## config.mk

```make
export PLATFORM = sky130hd
export DESIGN_NAME = ps2_mouse_packet_decoder
export DESIGN_NICKNAME = d
export VERILOG_FILES = /design/src/rtl/ps2_mouse_packet_decoder.sv
export SDC_FILE = /design/constraint.sdc
export NUM_CORES = 1
export LEC_CHECK = 0
export ABC_AREA = 1
export ABC_CLOCK_PERIOD_IN_PS = 2500
export CORE_MARGIN = 2
export CORE_UTILIZATION = 51
export DETAILED_ROUTE_END_ITERATION = 6
export PLACE_DENSITY_LB_ADDON = 0.2
export SYNTH_ARGS = -nofsm -noshare
export SYNTH_HDL_FRONTEND = slang
export SYNTH_SLANG_ARGS = --single-unit
```

## constraint.sdc

```tcl
create_clock -name clk -period 2.5 [get_ports clk]
set_input_delay 0.5 -clock clk [delete_from_list [all_inputs] [get_ports clk]]
set_output_delay 0.5 -clock clk [all_outputs]
set_load 0.005 [all_outputs]
```

## src/rtl/ps2_mouse_packet_decoder.sv

```systemverilog
// PS/2 mouse packet decoder: assembles 3- or 4-byte packets from a byte strobe, decodes
// deltas/buttons/wheel and keeps a clamped cursor position, with header resync and idle timeout.
module ps2_mouse_packet_decoder #(
    parameter int PKT_BYTES   = 3,
    parameter int XW          = 10,
    parameter int YW          = 9,
    parameter int X_MAX       = 639,
    parameter int Y_MAX       = 479,
    parameter int DIV_SHIFT   = 0,
    parameter int TIMEOUT_CYC = 2000000
) (
    input  logic          clk,
    input  logic          rst,
    input  logic          mouseReady,
    input  logic [7:0]    mouseData,
    output logic          decodeReady,
    output logic [8:0]    mousedx,
    output logic [8:0]    mousedy,
    output logic [XW-1:0] mouseX,
    output logic [YW-1:0] mouseY,
    output logic [2:0]    mousebtn,
    output logic [3:0]    mousewheel,
    output logic          overflow,
    output logic          sync_err,
    output logic [1:0]    dbg_state
);
    localparam int TW     = $clog2(TIMEOUT_CYC + 1);
    localparam int X_HALF = X_MAX / 2;
    localparam int Y_HALF = Y_MAX / 2;
    localparam int T_LAST = TIMEOUT_CYC - 1;
    localparam logic signed [XW+1:0] X_MAX_S = X_MAX[XW+1:0];
    localparam logic signed [YW+1:0] Y_MAX_S = Y_MAX[YW+1:0];

    typedef enum logic [1:0] {S_B0, S_B1, S_B2, S_B3} state_t;

    state_t        r_state;
    logic          r_ready_d;
    logic [TW-1:0] r_cnt;
    logic [7:0]    r_hdr, r_b1, r_b2, r_b3;
    logic          r_pend;

    logic                 w_accept;
    logic                 w_timeout;
    logic signed [8:0]    w_dx_raw, w_dy_raw, w_dx_sh, w_dy_sh;
    logic signed [XW+1:0] w_nx;
    logic signed [YW+1:0] w_ny;
    logic [XW-1:0]        w_cx;
    logic [YW-1:0]        w_cy;
    logic [3:0]           w_wheel;

    assign dbg_state = r_state;
    assign w_accept  = mouseReady & ~r_ready_d;
    assign w_timeout = (r_state != S_B0) && (r_cnt == T_LAST[TW-1:0]);

    // Raw 9-bit deltas are reported as-is; overflow only suppresses accumulation.
    assign w_dx_raw = {r_hdr[4], r_b1};
    assign w_dy_raw = {r_hdr[5], r_b2};
    assign w_dx_sh  = r_hdr[6] ? 9'sd0 : (w_dx_raw >>> DIV_SHIFT);
    assign w_dy_sh  = r_hdr[7] ? 9'sd0 : (w_dy_raw >>> DIV_SHIFT);

    assign w_nx = {2'b00, mouseX} + {{(XW-7){w_dx_sh[8]}}, w_dx_sh};
    assign w_ny = {2'b00, mouseY} - {{(YW-7){w_dy_sh[8]}}, w_dy_sh};

    always_comb begin
        w_cx = w_nx[XW-1:0];
        if (w_nx < 0)
            w_cx = '0;
        else if (w_nx > X_MAX_S)
            w_cx = X_MAX_S[XW-1:0];
    end

    always_comb begin
        w_cy = w_ny[YW-1:0];
        if (w_ny < 0)
            w_cy = '0;
        else if (w_ny > Y_MAX_S)
            w_cy = Y_MAX_S[YW-1:0];
    end

    assign w_wheel = (PKT_BYTES == 4) ? r_b3[3:0] : 4'd0;

    always_ff @(posedge clk) begin
        if (rst) begin
            r_state     <= S_B0;
            r_ready_d   <= 1'b0;
            r_cnt       <= '0;
            r_hdr       <= '0;
            r_b1        <= '0;
            r_b2        <= '0;
            r_b3        <= '0;
            r_pend      <= 1'b0;
            decodeReady <= 1'b0;
            mousedx     <= '0;
            mousedy     <= '0;
            mouseX      <= X_HALF[XW-1:0];
            mouseY      <= Y_HALF[YW-1:0];
            mousebtn    <= '0;
            mousewheel  <= '0;
            overflow    <= 1'b0;
            sync_err    <= 1'b0;
        end else begin
            r_ready_d   <= mouseReady;
            decodeReady <= 1'b0;
            sync_err    <= 1'b0;
            r_pend      <= 1'b0;

            // Commit one cycle after the final byte; header/bytes are stable by then.
            if (r_pend) begin
                mousedx     <= w_dx_raw;
                mousedy     <= w_dy_raw;
                mouseX      <= w_cx;
                mouseY      <= w_cy;
                mousebtn    <= r_hdr[2:0];
                mousewheel  <= w_wheel;
                overflow    <= r_hdr[7] | r_hdr[6];
                decodeReady <= 1'b1;
            end

            if (w_accept) begin
                r_cnt <= '0;
                case (r_state)
                    S_B0: begin
                        if (mouseData[3]) begin
                            r_hdr   <= mouseData;
                            r_state <= S_B1;
                        end else begin
                            sync_err <= 1'b1;
                        end
                    end
                    S_B1: begin
                        r_b1    <= mouseData;
                        r_state <= S_B2;
                    end
                    S_B2: begin
                        r_b2 <= mouseData;
                        if (PKT_BYTES == 4) begin
                            r_state <= S_B3;
                        end else begin
                            r_state <= S_B0;
                            r_pend  <= 1'b1;
                        end
                    end
                    default: begin
                        r_b3    <= mouseData;
                        r_state <= S_B0;
                        r_pend  <= 1'b1;
                    end
                endcase
            end else if (r_state == S_B0) begin
                r_cnt <= '0;
            end else if (w_timeout) begin
                r_state  <= S_B0;
                r_cnt    <= '0;
                sync_err <= 1'b1;
            end else begin
                r_cnt <= r_cnt + 1'b1;
            end
        end
    end
endmodule

```

* Word level (Yosys, flattened, before mapping)
Cells that the tools add are included.
Storage, ports and cells: flip-flop bits (word level) 92, bits in latches 0, bits in writable memories 0, bits in read-only memories 0, input bits 11, memories 0
Operators by class: add/subtract/negate cells 3, $mul 0, divide/modulo/power cells 0, order comparisons 4, eq/ne operators 5, shift-type cells 0, mux-type cells 18, bitwise logic cells 4, reductions and logical operators 11
Operators with widths (count):
- 9-bit 2-to-1 mux | 4
- 21-bit by 1-bit adder with 21-bit output, second input constant | 1
- 21-bit == test, second input constant | 1
- 10-bit 2-to-1 mux | 2
- 11-bit by 9-bit adder with 12-bit output | 1
- 12-bit by 11-bit > comparator with 1-bit output, second input constant | 1
- 12-bit by 1-bit less-than comparator with 1-bit output, second input constant | 1
- 11-bit by 10-bit > comparator with 1-bit output, second input constant | 1
- 11-bit by 1-bit less-than comparator with 1-bit output, second input constant | 1
- 10-bit by 9-bit subtractor with 11-bit output | 1
- 2-bit 2-to-1 mux | 4
- 1-bit 2-to-1 mux | 7
- 3-bit AND reduction | 2
- 2-bit != test, second input constant | 2
- 2-bit case mux with 2 select lines | 1
- 2-bit AND reduction | 2
- 2-bit nonzero test | 2
- 2-bit OR reduction | 2
- 4-bit OR reduction | 1
- 2-bit by 1-bit == test with 1-bit output, second input constant | 1
- 2-bit == test, second input constant | 1
- 2-bit logical NOT | 1
- 1-bit NOT | 2
- 1-bit AND | 1
- 2 further kinds | 2

* Depth between registers and ports, before layout
Gate-level depths: netlist of run 1.
depth in word-level cells 5, depth in mapped cells 19

* Worst setup path after synthesis of run 1
OpenSTA, ideal clock, no wires.
path kind reg-to-reg, start point register r_hdr[6], end point register mouseX[4], data arrival time 2.044 ns, data required time 2.385 ns, path slack 0.341 ns, stages on the path, launching flop included 20, path buffers 1, clock period less this slack 2.159 ns, cells stage by stage dfxtp_1 > buf_2 > nor2_1 > ha_1 > inv_1 > fa_1 > inv_1 > nand3_1 > nand2_1 > nand2_1 > nand2_1 > nand2_1 > nand2_1 > nand2_1 > nand3_2 > nand2_4 > inv_4 > nand2_1 > nand2_1 > nand2_1
On the way: cells in the longest elaborated chain, start to end 5, elaborated cells on any way between the ends 6
RTL lines:
- start: declaration | RTL line 39 | logic [7:0] r_hdr, r_b1, r_b2, r_b3;
- start signal: assignment | RTL line 124 | r_hdr <= mouseData;
- 9-bit 2-to-1 mux (*) | RTL line 58 | assign w_dx_sh = r_hdr[6] ? 9'sd0 : (w_dx_raw >>> DIV_SHIFT);
- 11-bit by 9-bit adder with 12-bit output (*) | RTL line 61 | assign w_nx = {2'b00, mouseX} + {{(XW-7){w_dx_sh[8]}}, w_dx_sh};
- 12-bit by 11-bit > comparator with 1-bit output | RTL line 68 | else if (w_nx > X_MAX_S)
- 10-bit 2-to-1 mux | RTL line 68
- 10-bit 2-to-1 mux (*) | RTL line 66 | if (w_nx < 0)
- end signal: assignment | RTL line 95 | mouseX <= X_HALF[XW-1:0];
- end signal: assignment | RTL line 111 | mouseX <= w_cx;
- end: declaration | RTL line 19 | output logic [XW-1:0] mouseX,
Every way passes the cells marked *; elsewhere a longest branch is shown, timed or not. A chain may end at the register's enable or synchronous reset.

* Worst setup path in the final report of run 1
start point register r_hdr[6], end point register mouseX[1]
Same word-level chain as after synthesis.

==> results of run 1 <==
[power groups by stage]
stage	clock network (mW)	logic (mW)	registers, mW
CTS	1.05	0.290	1.49
global route	1.10	0.336	1.49
floorplan	0	0.205	1.52
finish	1.03	0.301	1.49
detailed placement	0	0.287	1.52
global placement	0	0.284	1.52
[final timing paths]
kind               endpoint  depth (start not counted)  startpoint  slack, ps
setup / recovery  mouseX[1]                         18    r_hdr[6]        180
hold / removal     r_cnt[0]                          1    r_cnt[0]        460
setup reg to reg  mouseX[1]                         18    r_hdr[6]        180
hold reg to reg    r_cnt[0]                          1    r_cnt[0]        460
[layout make-up]
| cell class | instances | area, µm² |
|---|---|---|
| clock buffers | 9 | 124 |
| clock inverters | 6 | 71.3 |
| fillers | 847 | 3480 |
| inverters | 79 | 303 |
| multi-input cells | 480 | 2620 |
| flip-flops and latches | 91 | 1830 |
| well taps | 111 | 139 |
| repair buffers | 65 | 638 |
[per-stage QoR]
step | hold slack [ps] | cell area, µm² | setup slack, ps | instances | total power [mW]
global placement | 432 | 5470 | -38.2 | 823 | 1.81
floorplan | 418 | 4810 | 341 | 672 | 1.72
global route | 499 | 5720 | -1.61 | 841 | 2.93
detailed placement | 447 | 5470 | -77.0 | 823 | 1.81
CTS | 469 | 5670 | 3.57 | 838 | 2.82
finish | 464 | 5720 | 176 | 841 | 2.82
[cell families after synthesis]
family | share of synthesized area
compound gates | 0.138
xor+xnor | 0.0237
fa+ha+maj | 0.0657
buf+inv | 0.0834
flops | 0.379
other cells | 0.000781
simple gates | 0.309
[cells in the mapped netlist (all sizes together)]
| master | count |
|---|---|
| o211ai | 1 |
| fa | 2 |
| a31oi | 2 |
| a211oi | 1 |
| nand2 | 140 |
| nor3 | 15 |
| a21oi | 56 |
| o21bai | 4 |
| conb | 1 |
| xnor2 | 7 |
| ha | 22 |
| clkbuf | 15 |
| nand3 | 34 |
| nand4 | 15 |
| xor2 | 6 |
| or2 | 1 |
| nand3b | 1 |
| nor2 | 106 |
| clkinv | 3 |
| o21ai | 57 |
| inv | 76 |
| nor3b | 6 |
| dfxtp | 91 |
| buf | 7 |
[timing repair]
action | in CTS | in global routing
pin swaps | 0 | 1
endpoints found under the setup margin | 9 | 17
setup buffers | 0 | 3
gates resized for setup | 3 | 7
cloned | 0 | 0
endpoints found under the hold margin | 0 | 0
[layout by cell type, fill, tap and decap left out, drive strengths merged, types with 2 or more instances in the layout]
| cell type | instances |
|---|---|
| nor3b | 6 |
| nand3 | 34 |
| dfxtp | 91 |
| ha | 22 |
| conb | 4 |
| fa | 2 |
| clkinv | 2 |
| nor3 | 15 |
| clkdlybuf4s50 | 55 |
| buf | 10 |
| o21ai | 57 |
| xnor2 | 7 |
| clkinvlp | 3 |
| a21oi | 56 |
| a31oi | 2 |
| nand4 | 15 |
| o21bai | 4 |
| inv | 79 |
| nand2 | 140 |
| nor2 | 106 |
| xor2 | 6 |
| clkbuf | 9 |
[registers in the layout (all words and copies together) (netlist names)]
register,cells
r_b2,8
mousedy,9
sync_err,1
r_cnt,21
mouseY,9
decodeReady,1
r_b1,8
mouseX,10
overflow,1
r_hdr,7
mousedx,9
r_ready_d,1
r_pend,1
mousebtn,3
dbg_state,2
[routing by layer]
layer	wire length (µm)	up-vias	track usage
li1	-	2272	-
met1	5700	2016	0.337
met2	5430	113	0.374
met3	611	9	0.0555
met4	83	0	0.0530
met5	0	-	0
==> run metrics, run 1 <==
GR Overflow Total=0; core footprint=9200 µm²; most used cell along the critical path=nand2_1; synthesized area=4800 µm²; crit-path cells=nor2_4 > ha_2 > inv_1 > fa_2 > inv_2 > nand3_1 > nand2_2 > nand2_1 > nand2_1 > nand2_1 > nand2_1 > nand2_1 > nand3_2 > nand2_4 > inv_4 > nand2_1 > nand2_1 > nand2_1; num rows=35; Max IR drop VDD=0.304 mV; sw frac=0.272; PwrDens=493 nW/µm²; Hold-fix buffers, CTS=0; Worst path max stage delay=390 ps; CTS sink count=91; RD Place Congestion=0.919; Setup TNS=0 ps; CP startpoint kind=flip-flop; Clock Latency Late Sink=360 ps; Worst Path Required=2750 ps; vias in the first global route=4,054; fin crit share=0.929; Slew Limit Fails=0; Yosys cell types=40; Avg Cell Area, Syn=7.18 µm²; Worst-path clk slew=110 ps; wire per inst=14.1 µm; H-tree depth=3; DR vias/cell=5.24; area delta synth->final=19.1%; final WL=11.8 mm; nets=761; NetSw=0.768 mW; Clock Tree Root=clkbuf_8; die footprint=10,200 µm²; hold crit path type=reg2reg; Clock Power Share=0.365; crit path max-delay cell type=dfxtp_4; Final Hold Violating Endpoints=0; Worst EP arrival=2580 ps; Flop pwr share=0.528; Setup violations, final=0; status=complete, no violations; synthesized netlist cell count=669; Ports=60; Util after Layout=0.622; cell leakage power=2.39 nW; first-pass GRT wire length=19.3 mm; Pre-antenna DRT Iters=4; # Max-Cap Violations=0; Global Route Usage Sum=0.239; PortBufs=55; CTS tree=yes; DP HPWL=8.80 mm; Internal=2.05 mW; Synth top area share=0.379; Synth Warn #=0; vias=4,410; DRT antenna net count=0; chip height=101 µm; buffers and inverters on the worst path=3; Clock Skew=14.8 ps; kind of end point of the critical path=flip-flop; CTS Buf Count=9; drt drc=0; 1st-iter DRT viols=221; n_diodes=0; cell family with most CP delay=simple AND/OR/NAND/NOR gates; Starting Density=0.522; shortest period the worst path allows=2320 ps; synthesized flop and latch total=91; Crit Path Category=reg2reg; die width=101 µm; cell taking the most area after synthesis=dfxtp_1; CP max FO=8; register area share after synthesis=0.379; dominant cells by area after synthesis=dfxtp_1 38%, nand2_1 10%, nor2_1 7.5%; initial antenna violation count=0; f_max=0.430 GHz; Comb power frac=0.107; Clock Tree Buf Depth=2; pin count of the biggest net entering global routing=34; share of cells above drive strength 1=0.107
(Power assumes the default switching activity.)
==> run 2: changes to the inputs <==
--- a/config.mk
+++ b/config.mk
@@ -7,10 +7,11 @@
 export LEC_CHECK = 0
 export ABC_AREA = 1
 export ABC_CLOCK_PERIOD_IN_PS = 2500
+export CORE_ASPECT_RATIO = 0.5
 export CORE_MARGIN = 2
 export CORE_UTILIZATION = 51
 export DETAILED_ROUTE_END_ITERATION = 6
-export PLACE_DENSITY_LB_ADDON = 0.2
+export PLACE_DENSITY = 0.74
 export SYNTH_ARGS = -nofsm -noshare
 export SYNTH_HDL_FRONTEND = slang
 export SYNTH_SLANG_ARGS = --single-unit
==> run metrics, run 2 (synthesized netlist as in run 1, its figures left out) <==
Rel. slew slack=0.653; n_diodes=0; RSZ-0062 raised after global routing=false; Max IR drop VDD=0.466 mV; Worst EP arrival=2540 ps; Pre-antenna DRT Iters=5; nets=763; CP startpoint=r_hdr[6]; Global Route Usage Sum=0.235; GR Overflow Total=0; CTS tree=yes; DR vias/cell=5.23; biggest regs=r_cnt: 21 flops, mouseX: 10 flops; # placed instances=831; worst r2r src=r_hdr[6]; wire per inst=13.7 µm; initial antenna violation count=0; CP startpoint kind=flip-flop; # Max-Cap Violations=0; reg-to-reg slack, setup=210 ps; chip height=72.6 µm; CTS sink count=91; Internal=2.31 mW; vias=4,443; Hold-fix buffers, CTS=0; layout filler cell count=784; Register Area=1820 µm²; Clock Skew=7.53 ps; f_max=0.436 GHz; PwrDens=543 nW/µm²; RR Endpoint=mouseX[5]; Clock Latency Late Sink=360 ps; CP max FO=8; sw frac=0.271; Worst-Margin Slew=517 ps; number of flip-flops in the largest register=21; Setup violations, final=0; Clock Tree Buf Depth=2; Final Hold Violating Endpoints=0; critical path endpoint=mouseX[5]; NetSw=0.858 mW; num rows=24; cell family with most CP delay=simple AND/OR/NAND/NOR gates; vias in the first global route=3,966; DRT antenna net count=0; commonest non-fill, non-tap cells in the layout=130 x nand2_1, 95 x nor2_1, 90 x dfxtp_1; die footprint=10,300 µm²; Worst path max stage delay=420 ps; Crit Path Category=reg2reg; drt drc=0; R2R cell count=13; PortBufs=55; Clock Power Share=0.434; Worst-path clk slew=70 ps; crit path max-delay cell type=ha_1; Ports=60; 1st-iter DRT viols=363; final non-filler cell total=850; Worst Path Required=2750 ps; area delta synth->final=21.4%; RD Place Congestion=0.934; Starting Density=0.538; Biggest register=r_cnt; core footprint=8920 µm²; area of the multi-input gates=2630 µm²; Clock Tree Root=clkbuf_16; Comb power frac=0.095; fin crit share=0.918; Flop pwr share=0.471; DP HPWL=8.54 mm; H-tree depth=3; most common cell after layout, fill and taps aside=nand2_1; shortest period the worst path allows=2290 ps; kind of end point of the critical path=flip-flop; cell leakage power=2.44 nW; pin count of the biggest net entering global routing=34; final WL=11.6 mm; crit-path cells=inv_1 > nand2_1 > inv_1 > ha_1 > nor2_1 > a21oi_1 > nand3_2 > inv_2 > nor2_2 > nor2_4 > nand2_4 > o21ai_1 > nand2_1; die width=141 µm; CTS Buf Count=9; first-pass GRT wire length=18.9 mm; Slew Limit Fails=0; Critical Path Stages=13; Setup TNS=0 ps; share of cells above drive strength 1=0.113; status=complete, no violations; buffers and inverters on the worst path=3; hold crit path type=reg2reg
-- run 2: changes by cell type in the layout (fill, tap and decap cells not counted), moves of 2 or more --
cell	delta
clkbuf_8	-8
clkbuf_16	+9
buf_4	+2
clkinv_4	+2
a21oi_2	+2
-- run 2: worst min path at each step --
stage / from / endpoint / slack [ps] / cells past startpoint
3_3_place_gp: r_cnt[0] / r_cnt[0] / 430 / 1
4_1_cts: r_cnt[0] / r_cnt[0] / 460 / 1
2_1_floorplan: r_cnt[0] / r_cnt[0] / 420 / 1
6_report: r_cnt[0] / r_cnt[0] / 450 / 1
3_5_place_dp: r_cnt[0] / r_cnt[0] / 440 / 1
5_1_grt: r_cnt[0] / r_cnt[0] / 490 / 1
-- run 2: timing repair --
action,4_1_cts,5_1_grt
endpoints found under the setup margin,0,17
setup buffers,0,2
resized for setup,0,10
hold endpoints to repair,0,0
-- run 2: layout make-up --
class                      count  area share
clock inverter                 6      0.0101
multi-input combinational    481       0.451
tap                          117      0.0251
timing repair buffer          66       0.109
inverter                      79      0.0519
sequential                    91       0.313
clock buffer                  10      0.0410
-- run 2: routing by layer --
| metal | wire (µm) | track usage | vias up |
|---|---|---|---|
| li1 | - | - | 2284 |
| met3 | 610 | 0.0617 | 11 |
| met2 | 5300 | 0.381 | 107 |
| met4 | 123 | 0.0700 | 0 |
| met5 | 0 | 0 | - |
| met1 | 5590 | 0.313 | 2041 |
-- run 2: metrics by stage --
stage                     instance area, µm²  hold slack [ps]  worst slack, ps  power [mW]  utilization
final                                   5830              451              205        3.16        0.654
after global routing                    5830              490             13.8        3.27        0.654
after CTS                               5770              459             8.66        3.16        0.647
after detailed placement                5480              443             11.8        1.81        0.614
after global placement                  5480              432             81.6        1.81        0.614
after floorplan                         4810              418              341        1.72            -
-- run 2: power groups by stage --
stage	sequential, mW	clock [mW]	combinational (mW)
2_1_floorplan	1.52	0	0.205
3_3_place_gp	1.52	0	0.287
3_5_place_dp	1.52	0	0.289
4_1_cts	1.49	1.38	0.291
5_1_grt	1.49	1.44	0.334
6_report	1.49	1.37	0.302
==> run 3: changes to the inputs <==
--- a/config.mk
+++ b/config.mk
@@ -11,7 +11,8 @@
 export CORE_MARGIN = 2
 export CORE_UTILIZATION = 51
 export DETAILED_ROUTE_END_ITERATION = 6
-export PLACE_DENSITY = 0.74
+export GPL_ROUTABILITY_DRIVEN = 0
+export PLACE_DENSITY = 0.84
 export SYNTH_ARGS = -nofsm -noshare
 export SYNTH_HDL_FRONTEND = slang
 export SYNTH_SLANG_ARGS = --single-unit
==> run metrics, run 3 (synthesized netlist as in run 1, its figures left out) <==
kind of end point of the critical path=flip-flop; Worst-Margin Slew=608 ps; Worst path max stage delay=360 ps; Worst-path clk slew=70 ps; Final Hold Violating Endpoints=0; Tot Pwr=3.12 mW; worst r2r src=r_hdr[6]; CTS Buf Count=9; Clock Tree Buf Depth=2; cell leakage power=2.43 nW; hold crit path type=reg2reg; drt drc=0; nets=760; chip height=72.6 µm; CP startpoint=r_hdr[6]; wire per inst=13.9 µm; Worst Path Required=2730 ps; GR Overflow Total=0; CP startpoint kind=flip-flop; biggest regs=r_cnt: 21 flops, mouseX: 10 flops; Starting Density=0.538; vias=4,462; cell family with most CP delay=simple AND/OR/NAND/NOR gates; PortBufs=55; initial antenna violation count=0; Global Route Usage Sum=0.241; Rel. slew slack=0.593; Register Area=1820 µm²; Biggest register=r_cnt; most used cell along the critical path=nand2_1; PwrDens=538 nW/µm²; Hold-fix buffers, CTS=0; buffers and inverters on the worst path=2; # placed instances=829; die width=141 µm; area of the multi-input gates=2610 µm²; 1st-iter DRT viols=384; first-pass GRT wire length=19.7 mm; pin count of the biggest net entering global routing=48; n_diodes=0; Util after Layout=0.650; status=complete, no violations; core footprint=8920 µm²; share of cells above drive strength 1=0.108; num rows=24; DP HPWL=8.46 mm; area delta synth->final=20.7%; Pre-antenna DRT Iters=5; Clock Tree Root=clkbuf_16; shortest period the worst path allows=2330 ps; CTS sink count=91; crit-path cells=nor2_1 > ha_2 > inv_1 > fa_2 > inv_1 > nand3_1 > nand2_1 > nand2_1 > nand2_1 > nand2_1 > nand2_2 > nand2_1 > nand3_2 > nand2_4 > o21ai_1 > nand2_1; Clock Skew=6.76 ps; final non-filler cell total=847; Clock Latency Late Sink=350 ps; layout filler cell count=743; Crit Path Category=reg2reg; Slew Limit Fails=0; DRT antenna net count=0; die footprint=10,300 µm²; CTS tree=yes; hold_sp=r_cnt[0]; crit path max-delay cell type=dfxtp_2; vias in the first global route=4,237; Worst EP arrival=2560 ps; H-tree depth=3; reg-to-reg slack, setup=170 ps; f_max=0.429 GHz; final WL=11.8 mm; Ports=60; Setup TNS=0 ps; commonest non-fill, non-tap cells in the layout=128 x nand2_1, 96 x nor2_1, 90 x dfxtp_1; number of flip-flops in the largest register=21; fin crit share=0.932; Setup violations, final=0; Max IR drop VDD=0.359 mV; most common cell after layout, fill and taps aside=nand2_1; # Max-Cap Violations=0; CP max FO=8; DR vias/cell=5.27; RSZ-0062 raised after global routing=false
[run 3: cell count changes in the layout (fill, tap and decap cells not counted), sizes merged]
cell	previous run	this run
inv	78	79
buf	11	9
a21oi	57	56
clkbuf	10	9
[run 3: power breakdown]
group	internal, mW	switching [mW]	total (mW)
registers	1.47	0.0187	1.49
clock network	0.700	0.628	1.33
logic	0.110	0.189	0.299
[run 3: final timing paths]
check,endpoint,cells after the start
setup / recovery,mouseX[3],16
hold / removal,r_cnt[0],1
setup reg to reg,mouseX[3],16
hold reg to reg,r_cnt[0],1
[run 3: per-layer routing]
layer	vias to the layer above	wire [µm]	track usage
met3	9	674	0.0623
met1	2029	5370	0.306
met2	146	5630	0.420
li1	2278	-	-
met5	-	0	0
met4	0	105	0.0511
[run 3: metrics by stage]
| stage | instance area, µm² | hold WS [ps] | setup WS (ps) |
|---|---|---|---|
| 5_1_grt | 5800 | 481 | 2.14 |
| 4_1_cts | 5760 | 455 | 20.4 |
| 6_report | 5800 | 446 | 169 |
| 2_1_floorplan | 4810 | 418 | 341 |
| 3_3_place_gp | 5460 | 431 | 91.9 |
| 3_5_place_dp | 5460 | 445 | 47.9 |
[run 3: timing repair]
| action | CTS | global route |
|---|---|---|
| endpoints found under the hold margin | 0 | 0 |
| setup buffers | 0 | 2 |
| endpoints found under the setup margin | 0 | 17 |
| resized for setup | 0 | 10 |
[run 3: cell type report]
type,instances,share of cell area
flip-flops and latches,91,0.314
repair buffers,64,0.107
well taps,117,0.0253
clock inverters,7,0.0121
clock buffers,9,0.0389
multi-input cells,480,0.450
inverters,79,0.0522
